### config.mk
export PLATFORM = sky130hd
export DESIGN_NAME = stream_detect_ctrl
export DESIGN_NICKNAME = d
export VERILOG_FILES = /design/src/rtl/stream_detect_ctrl.sv
export SDC_FILE = /design/constraint.sdc
export NUM_CORES = 1
export LEC_CHECK = 0
export ABC_CLOCK_PERIOD_IN_PS = 2300
export CAP_MARGIN = 0
export CELL_PAD_IN_SITES_DETAIL_PLACEMENT = 0
export CELL_PAD_IN_SITES_GLOBAL_PLACEMENT = 1
export CORE_UTILIZATION = 25
export CTS_CLUSTER_SIZE = 10
export DETAILED_ROUTE_END_ITERATION = 16
export GPL_TIMING_DRIVEN = 0
export PLACE_DENSITY_LB_ADDON = 0.1
export SYNTH_ARGS = -nofsm -noshare
export SYNTH_HDL_FRONTEND = slang
export SYNTH_SLANG_ARGS = --single-unit
### constraint.sdc
create_clock -name clk -period 2.3 [get_ports clk]
set_input_delay 0.345 -clock clk [delete_from_list [all_inputs] [get_ports clk]]
set_output_delay 0.345 -clock clk [all_outputs]
set_load 0.02 [all_outputs]
### src/rtl/stream_detect_ctrl.sv
// Byte-stream controller feeding a bit-serial PAT_W-bit pattern matcher (MSB first) with per-frame match accounting and a sticky threshold irq.
// Define STREAM_DETECT_CTRL_OVERLAP_EN for overlapping detection; the default build restarts matching after each hit.
module stream_detect_ctrl #(
   parameter int DATA_W = 8,
   parameter int PAT_W  = 4,
   parameter int CNT_W  = 16
) (
   input  logic              clk,
   input  logic              rst_n,
   input  logic              i_cfg_we,
   input  logic [PAT_W-1:0]  i_cfg_pattern,
   input  logic [CNT_W-1:0]  i_cfg_threshold,
   input  logic              i_start,
   input  logic              i_s_valid,
   input  logic [DATA_W-1:0] i_s_data,
   input  logic              i_s_last,
   output logic              o_s_ready,
   output logic              o_busy,
   output logic              o_done,
   output logic              o_match_pulse,
   output logic [CNT_W-1:0]  o_match_count,
   output logic              o_irq,
   input  logic              i_irq_clr
);

   localparam int BI_W = (DATA_W > 1) ? $clog2(DATA_W) : 1;
   localparam int VC_W = $clog2(PAT_W + 1);
   localparam logic [BI_W-1:0] BI_MSB  = BI_W'(DATA_W - 1);
   localparam logic [VC_W-1:0] VC_FULL = VC_W'(PAT_W);

   typedef enum logic [1:0] {
      S_IDLE  = 2'd0,
      S_RUN   = 2'd1,
      S_SHIFT = 2'd2,
      S_DONE  = 2'd3
   } state_t;

   state_t            r_state;
   logic [PAT_W-1:0]  r_pattern;
   logic [CNT_W-1:0]  r_threshold;
   logic [PAT_W-1:0]  r_hist;
   logic [VC_W-1:0]   r_vcnt;
   logic [BI_W-1:0]   r_bit_idx;
   logic [DATA_W-1:0] r_data;
   logic              r_last;
   logic [CNT_W-1:0]  r_match_count;
   logic              r_irq;
   logic              r_done;
   logic              r_match_pulse;
   logic              r_busy;
   logic              r_s_ready;

   logic              w_bit;
   logic [PAT_W-1:0]  w_hist_next;
   logic [VC_W-1:0]   w_vcnt_next;
   logic [VC_W-1:0]   w_vcnt_upd;
   logic              w_match;
   logic [CNT_W-1:0]  w_cnt_inc;
   logic              w_irq_set;

   assign w_bit       = r_data[r_bit_idx];
   assign w_hist_next = {r_hist[PAT_W-2:0], w_bit};
   assign w_vcnt_next = (r_vcnt == VC_FULL) ? VC_FULL : r_vcnt + 1'b1;
   assign w_match     = (w_vcnt_next == VC_FULL) && (w_hist_next == r_pattern);
   assign w_cnt_inc   = (&r_match_count) ? r_match_count : r_match_count + 1'b1;
   assign w_irq_set   = w_match && (r_threshold != '0) && (w_cnt_inc == r_threshold);

`ifdef STREAM_DETECT_CTRL_OVERLAP_EN
   assign w_vcnt_upd = w_vcnt_next;
`else
   // A hit consumes its bits: PAT_W fresh bits are needed before the next compare.
   assign w_vcnt_upd = w_match ? '0 : w_vcnt_next;
`endif

   always_ff @(posedge clk or negedge rst_n) begin
      if (!rst_n) begin
         r_state       <= S_IDLE;
         r_pattern     <= '0;
         r_threshold   <= '0;
         r_hist        <= '0;
         r_vcnt        <= '0;
         r_bit_idx     <= '0;
         r_data        <= '0;
         r_last        <= 1'b0;
         r_match_count <= '0;
         r_irq         <= 1'b0;
         r_done        <= 1'b0;
         r_match_pulse <= 1'b0;
         r_busy        <= 1'b0;
         r_s_ready     <= 1'b0;
      end else begin
         r_done        <= 1'b0;
         r_match_pulse <= 1'b0;
         // Clear first so a same-cycle set below takes priority.
         if (i_irq_clr) begin
            r_irq <= 1'b0;
         end
         case (r_state)
            S_IDLE: begin
               if (i_cfg_we) begin
                  r_pattern   <= i_cfg_pattern;
                  r_threshold <= i_cfg_threshold;
               end
               if (i_start) begin
                  r_state       <= S_RUN;
                  r_s_ready     <= 1'b1;
                  r_busy        <= 1'b1;
                  r_match_count <= '0;
                  r_hist        <= '0;
                  r_vcnt        <= '0;
               end
            end
            S_RUN: begin
               if (i_s_valid) begin
                  r_data    <= i_s_data;
                  r_last    <= i_s_last;
                  r_bit_idx <= BI_MSB;
                  r_state   <= S_SHIFT;
                  r_s_ready <= 1'b0;
               end
            end
            S_SHIFT: begin
               r_hist <= w_hist_next;
               r_vcnt <= w_vcnt_upd;
               if (w_match) begin
                  r_match_pulse <= 1'b1;
                  r_match_count <= w_cnt_inc;
                  if (w_irq_set) begin
                     r_irq <= 1'b1;
                  end
               end
               if (r_bit_idx == '0) begin
                  if (r_last) begin
                     r_state <= S_DONE;
                     r_done  <= 1'b1;
                  end else begin
                     r_state   <= S_RUN;
                     r_s_ready <= 1'b1;
                  end
               end else begin
                  r_bit_idx <= r_bit_idx - 1'b1;
               end
            end
            S_DONE: begin
               r_state <= S_IDLE;
               r_busy  <= 1'b0;
            end
            default: begin
               r_state <= S_IDLE;
            end
         endcase
      end
   end

   assign o_s_ready     = r_s_ready;
   assign o_busy        = r_busy;
   assign o_done        = r_done;
   assign o_match_pulse = r_match_pulse;
   assign o_match_count = r_match_count;
   assign o_irq         = r_irq;

endmodule

==> summary.txt, run 1 <==
GRT
  • Largest net degree at the start of global routing: just over 60
  • Vias in the first global route: approximately 2800
  • Global route overflow: 0
  • Global-route usage over all layers: 15.7%
  • First-pass GRT wire length: between 15000 and 20000 um
  • Antenna violations before repair: 0

Clocking
  • TritonCTS clock tree: yes
  • Root Buffer: clkbuf_16
  • Clock Latency Late Sink: about 330 ps
  • Cts hold-fix bufs: 0
  • Clk sinks: 61
  • Max clock buf depth: 2
  • # H-tree levels: 3
  • Total CTS buffers: 9
  • Clock slew at reported path FFs: ~50 ps

Floorplanning
  • Cell Rows: 42
  • Initial Utilization: roughly a quarter
  • Chip Width: roughly 120 um
  • I/O Pins: 56
  • Die span in y: approximately 120 um
  • Die area: 14000 um^2
  • Core area: approximately 13000 um^2

Power
  • Max IR drop VDD: 0.514 mV
  • P_sw: about 0.0021 W
  • Pleak: ~1.9 nW
  • P per Cell Area: 1170 nW/um^2
  • Total power: around 0.0057 W
  • Sequential power share: between 30% and 40%
  • Sw Ratio: between 30% and 40%
  • Clock power share: ~25%
  • Logic gate share of total power: 42.3%
  • Cell-internal power: 0.00358 W

Synth
  • Mapped Nets: roughly 360
  • FF+latch count, synth: between 60 and 70
  • Post-Syn Instances: approximately 320
  • Distinct cell type count after synthesis: between 50 and 60
  • Syn Area/Cell: roughly 11 um^2
  • EDFF count, synth: 0
  • Seq/Total Area, Yosys: about 45%
  • Synth warnings: 0
  • Post-synth ARST share: between 90% and 100%
  • Top FF cell, synth: dfrtp_1
  • Mapped cell area: approximately 3400 um^2

Cells and area
  • Commonest non-fill, non-tap cell in the layout: clkdlybuf4s50_1
  • Area grow syn2layout: 43.2%
  • Final Util: roughly 37%
  • Antenna diode count: 0
  • Layout cells sized above 1: about 27%
  • Design area: a little under 5000 um^2
  • Number of fill cells in the layout: 1376
  • Register area: around 1500 um^2
  • Most frequent cells in the layout: 54 x clkdlybuf4s50_1, 49 x dfrtp_1, 28 x mux2_2
  • Multi-input gate area in the final layout: just under 2000 um^2
  • Net count reported at finish: between 400 and 500

Setup path
  • Worst reg-to-reg setup slack: -30 ps
  • CP max FO: 10
  • Worst setup SP type: flop
  • Critical Path AT: between 2000 and 3000 ps
  • CP cell instances: mux4_2, mux2i_4, xnor2_4, o31a_4, buf_6, o32a_1
  • Delay-heaviest family, CP: multiplexers
  • CP max stage delay: between 500 and 600 ps
  • Buffers & Inverters on Critical Path: 1
  • CP Class: flop to flop
  • Kind of end point of the critical path: flop
  • Worst Path Required: about 2500 ps
  • Slowest-stage cell, CP: mux4_2

STA
  • Worst Max-Slew Pin Slew: between 800 and 900 ps
  • WHS: 101 ps
  • Final setup skew: approximately 3.7 ps
  • Final Hold Viols: 0
  • Setup-failing EPs final: 3
  • TNS Setup: -37.1 ps
  • Max Freq: about 430 MHz
  • Tmin final: ~2300 ps
  • Period utilization: 101%
  • Fin worst setup slack: -34.0 ps
  • RSZ-0062 raised after global routing: yes
  • Final Slew Violations: 0
  • Worst slew margin: a little under half

Routing
  • ANT nets after route: 0
  • Drt total wl: 10300 um
  • Via Count: 2852
  • DRT Pass-1 Iters: 4
  • DR WL/cell: around 18 um
  • Via density: 4.93
  • DR iter-0 viols: roughly 170
  • DRC viols: 0

Place
  • Dpl cell area: 4180 um^2
  • Dpl hpwl: 7250 um
  • Port buffer count: 55
  • Final Wtd Congestion: roughly 0.82

Hold path
  • Worst Hold Class: input pin to async pin

Status
  • Status: finished, violations left
  • Violations in the final reports: setup timing

Flow run
  • Max-cap violation count: 0
==> area by class of cell <==
cell class                      count  share of cell area, %
Multi-Input combinational cell    230                   40.5
Sequential cell                    61                   31.7
Timing Repair Buffer               72                   14.4
Clock buffer                       13                   5.56
Tap cell                          176                   4.53
Buffer                             16                   2.03
Inverter                            9                  0.695
Clock inverter                      1                  0.618
==> worst paths after layout <==
| kind | depth (start not counted) | from | end |
|---|---|---|---|
| min reg2reg | 1 | r_data[2]$_DFFE_PN0P_ | r_data[2]$_DFFE_PN0P_ |
| min | 1 | rst_n | r_pattern[2]$_DFFE_PN0P_ |
| max reg2reg | 6 | r_bit_idx[0]$_DFFE_PN0P_ | o_match_count[10]$_DFFE_PN0P_ |
| max in group asynchronous | 1 | rst_n | o_match_count[1]$_DFFE_PN0P_ |
| max | 6 | r_bit_idx[0]$_DFFE_PN0P_ | o_match_count[10]$_DFFE_PN0P_ |
| min in group clk | 1 | r_data[2]$_DFFE_PN0P_ | r_data[2]$_DFFE_PN0P_ |
==> power by group through the flow <==
stage | registers [W] | logic (W) | clock network, W
finish | 0.00188 | 0.00240 | 0.00139
CTS | 0.00189 | 0.00233 | 0.00143
global route | 0.00196 | 0.00262 | 0.00148
detailed placement | 0.00189 | 0.00211 | 0
global placement | 0.00189 | 0.00208 | 0
floorplan | 0.00182 | 0.00145 | 0
==> logic make-up after synthesis <==
logic type	Yosys count	share of synthesized area (%)
AO/OA/AOI/OAI	79	15.8
flip-flops	61	45.0
adder cells (fa/ha/maj)	5	1.84
AND/OR/NAND/NOR	88	14.9
buffers and inverters	28	3.54
XOR/XNOR	24	6.63
multiplexers	34	12.4
==> what timing repair did <==
item,in CTS,in global routing
setup buffers,13,4
gates resized for setup,43,14
pin swaps,12,7
endpoints found under the setup margin,18,23
==> cell usage after synthesis, types with 4 or more instances <==
library cell	instances	area, um^2
inv_1	9	33.8
o21ai_0	22	110
xnor2_1	16	140
and3_1	6	37.5
clkbuf_1	11	41.3
nor2_1	7	26.3
a21oi_1	11	55.1
nand4_1	9	56.3
a21o_1	4	30.0
ha_1	5	62.6
nand3_1	8	40.0
xor2_1	7	61.3
buf_2	4	20.0
or4_1	5	37.5
nor3b_1	4	30.0
nor4_1	7	43.8
nor3_1	7	35.0
mux2_2	28	315
dfrtp_1	61	1530
nand2_1	18	67.6
a31oi_1	5	31.3
o31ai_1	7	52.6
==> flip-flops by register name, indices dropped and copies added (netlist names) <==
name / count
o_busy: 1
o_done: 1
o_irq: 1
o_match_count: 16
o_match_pulse: 1
o_s_ready: 1
r_bit_idx: 3
r_data: 8
r_hist: 3
r_last: 1
r_pattern: 4
r_state: 2
r_threshold: 16
r_vcnt: 3
==> stage by stage <==
| step | setup WS (ps) | cells |
|---|---|---|
| final | -34.0 | 578 |
| after detailed placement | -527 | 550 |
| after floorplan | 2.45 | 319 |
| after global routing | -107 | 578 |
| after global placement | -1550 | 550 |
| after CTS | -61.6 | 574 |
==> layer usage <==
layer | vias to the layer above | track usage [%] | part of all wire [%]
li1 | 1364 | - | -
met1 | 1397 | 23.3 | 50
met2 | 76 | 21.6 | 43
met3 | 15 | 2.75 | 4.7
met4 | 0 | 7.75 | 2.2
met5 | - | 0 | 0
No activity file was read; power rests on OpenSTA's default activity.
==> run 2, diff against run 1 <==
SLEW_MARGIN = 20   (was default)
==> run 2 against run 1 <==
  * Final cell count is 6.2% higher
  * Clock-buffer cell count is 1 higher
  * Clock skew is 2.9 ps higher
  * Via count is 5.5% higher
  * The run still ends with setup timing left
==> summary.txt, run 2 (synthesized netlist as in run 1, its figures left out) <==
STA
  • Max Freq: 428 MHz (about the same)
  • Setup-failing EPs final: 2 (was 3)
  • Period utilization: 102% (was 101%)
  • Tmin final: 2330 ps (about the same)
  • Worst slew margin: 44.3% (was 46.2%)
  • RSZ-0062 raised after global routing: yes (unchanged)
  • Final Hold Viols: 0 (unchanged)
  • Fin worst setup slack: -35.0 ps (was -34.0 ps)
  • Worst Max-Slew Pin Slew: 836 ps (was 807 ps)
  • Final Slew Violations: 0 (unchanged)
  • Final setup skew: 6.58 ps (was 3.65 ps)

Cells and area
  • Number of fill cells in the layout: 1353 (was 1376)
  • Most frequent cells in the layout: 54 x clkdlybuf4s50_1, 49 x buf_4, 47 x dfrtp_1 (was 54 x clkdlybuf4s50_1, 49 x dfrtp_1, 28 x mux2_2)
  • Final Non-Filler Cells: 614 (was 578)
  • Design area: 5220 um^2 (was 4860 um^2)
  • Commonest non-fill, non-tap cell in the layout: clkdlybuf4s50_1 (unchanged)
  • Antenna diode count: 0 (unchanged)
  • Area grow syn2layout: 53.8% (was 43.2%)
  • Layout cells sized above 1: 34.9% (was 27.4%)
  • Net count reported at finish: 474 (was 439)

Clocking
  • Clk sinks: 61 (unchanged)
  • Root Buffer: clkbuf_16 (unchanged)
  • Total CTS buffers: 9 (unchanged)
  • # H-tree levels: 3 (unchanged)
  • TritonCTS clock tree: yes (unchanged)
  • Clock Latency Late Sink: 330 ps (about the same)
  • Clock slew at reported path FFs: 50 ps (about the same)
  • Max clock buf depth: 2 (unchanged)

Routing
  • DRC viols: 0 (unchanged)
  • DR WL/cell: 17.4 um (was 17.9 um)
  • Via Count: 3010 (was 2852)
  • DR iter-0 viols: 123 (was 169)
  • Via density: 4.90 (was 4.93)
  • Drt total wl: 10700 um (was 10300 um)
  • ANT nets after route: 0 (unchanged)
  • DRT Pass-1 Iters: 4 (unchanged)

Hold path
  • Worst Hold Class: input pin to async pin (unchanged)

GRT
  • Global-route usage over all layers: 15.6% (was 15.7%)
  • Antenna violations before repair: 0 (unchanged)
  • First-pass GRT wire length: 16300 um (was 16500 um)
  • Vias in the first global route: 2841 (was 2846)
  • Largest net degree at the start of global routing: 46 (was 62)
  • Global route overflow: 0 (unchanged)

Setup path
  • CP max FO: 10 (unchanged)
  • Worst Path Required: 2510 ps (was 2520 ps)
  • Worst setup SP type: flop (unchanged)
  • Delay-heaviest family, CP: multiplexers (unchanged)
  • CP max stage delay: 550 ps (about the same)
  • Worst reg-to-reg setup slack: -30 ps (about the same)
  • Kind of end point of the critical path: flop (unchanged)
  • Worst r2r src: r_bit_idx[0]$_DFFE_PN0P_ (unchanged)
  • Reg2reg end: o_match_count[10]$_DFFE_PN0P_ (unchanged)
  • Critical Path AT: 2550 ps (about the same)
  • Buffers & Inverters on Critical Path: 1 (unchanged)
  • CP Class: flop to flop (unchanged)
  • CP cell instances: mux4_2, mux2i_4, xnor2_4, o31a_4, buf_8, o32a_1 (was mux4_2, mux2i_4, xnor2_4, o31a_4, buf_6, o32a_1)
  • Slowest-stage cell, CP: mux4_2 (unchanged)
  • FF-to-FF path depth: 6 (unchanged)

Power
  • Logic gate share of total power: 45.0% (was 42.3%)
  • Max IR drop VDD: 0.503 mV (was 0.514 mV)
  • Clock power share: 23.1% (was 24.5%)
  • Pleak: 2.08 nW (was 1.87 nW)
  • Sequential power share: 31.9% (was 33.2%)
  • P per Cell Area: 1130 nW/um^2 (was 1170 nW/um^2)
  • P_sw: 0.00216 W (was 0.00208 W)
  • Cell-internal power: 0.00373 W (was 0.00358 W)
  • Sw Ratio: 36.7% (was 36.8%)

Place
  • Port buffer count: 55 (unchanged)
  • Dpl hpwl: 7400 um (was 7250 um)
  • Dpl cell area: 4210 um^2 (was 4180 um^2)
  • Inst Count DP: 551 (was 550)
  • Final Wtd Congestion: 0.820 (unchanged)

Floorplanning
  • Initial Utilization: 25.6% (unchanged)
  • Core area: 13200 um^2 (unchanged)
  • Cell Rows: 42 (unchanged)
  • Die span in y: 119 um (unchanged)
  • I/O Pins: 56 (unchanged)
  • Chip Width: 119 um (unchanged)
  • Die area: 14000 um^2 (unchanged)

Flow run
  • Max-cap violation count: 0 (unchanged)

Status
  • Status: finished, violations left (unchanged)
  • Violations in the final reports: setup timing (unchanged)
-- run 2: worst max path at each step --
| stage | start | cells past startpoint | end | slack, ps |
|---|---|---|---|---|
| final | r_bit_idx[0]$_DFFE_PN0P_ | 6 | o_match_count[10]$_DFFE_PN0P_ | -30 |
| after global routing | r_bit_idx[0]$_DFFE_PN0P_ | 6 | o_match_count[10]$_DFFE_PN0P_ | -90 |
| after CTS | r_bit_idx[0]$_DFFE_PN0P_ | 6 | o_match_count[10]$_DFFE_PN0P_ | -60 |
| after detailed placement | o_match_count[0]$_DFFE_PN0P_ | 9 | o_irq$_DFF_PN0_ | -560 |
| after global placement | rst_n | 1 | o_match_count[0]$_DFFE_PN0P_ | -1550 |
| after floorplan | o_match_count[0]$_DFFE_PN0P_ | 8 | o_irq$_DFF_PN0_ | 2 |
-- run 2: what timing repair did --
item                       in CTS  in global routing
setup buffers                  16                 34
hold buffers                    1                  0
hold endpoints to repair       16                  0
pin swaps                      12                 21
setup endpoints to repair      18                 25
resized for setup              47                 33
cloned                          0                  0
-- run 2: final cells by class --
class / count / area [um^2] / share of cell area [%]
multi-input cells: 230 / 2010 / 38.5
flip-flops and latches: 61 / 1540 / 29.6
clock inverters: 1 / 30.0 / 0.575
repair buffers: 107 / 1000 / 19.2
clock buffers: 14 / 264 / 5.06
plain buffers: 16 / 114 / 2.18
well taps: 176 / 220 / 4.22
inverters: 9 / 33.8 / 0.647
-- run 2: metal layers --
metal / track usage (%) / vias up / part of all wire [%]
met5: 0 / - / 0
met4: 7.28 / 0 / 2.2
met3: 3.38 / 14 / 4.6
met2: 21.5 / 78 / 44
met1: 22.9 / 1486 / 49
li1: - / 1432 / -
-- run 2: per-stage QoR --
stage / hold slack [ps] / power (W) / setup TNS (ps) / setup WS (ps) / utilization [%]
6_report: 431 / 0.00589 / -42.3 / -35.0 / 39.4
2_1_floorplan: 49.4 / 0.00327 / 0 / 2.45 / -
3_5_place_dp: 236 / 0.00399 / -6260 / -558 / 31.8
4_1_cts: 429 / 0.00564 / -109 / -55.9 / 36.6
3_3_place_gp: 483 / 0.00397 / -86230 / -1550 / 31.6
5_1_grt: 449 / 0.00626 / -506 / -85.9 / 39.4
-- run 2: power groups by stage --
stage / Sequential, W / Combinational [W] / Clock (W)
floorplan: 0.00182 / 0.00145 / 0
global placement: 0.00189 / 0.00208 / 0
detailed placement: 0.00189 / 0.00211 / 0
CTS: 0.00189 / 0.00235 / 0.00140
global route: 0.00195 / 0.00286 / 0.00145
finish: 0.00188 / 0.00265 / 0.00136
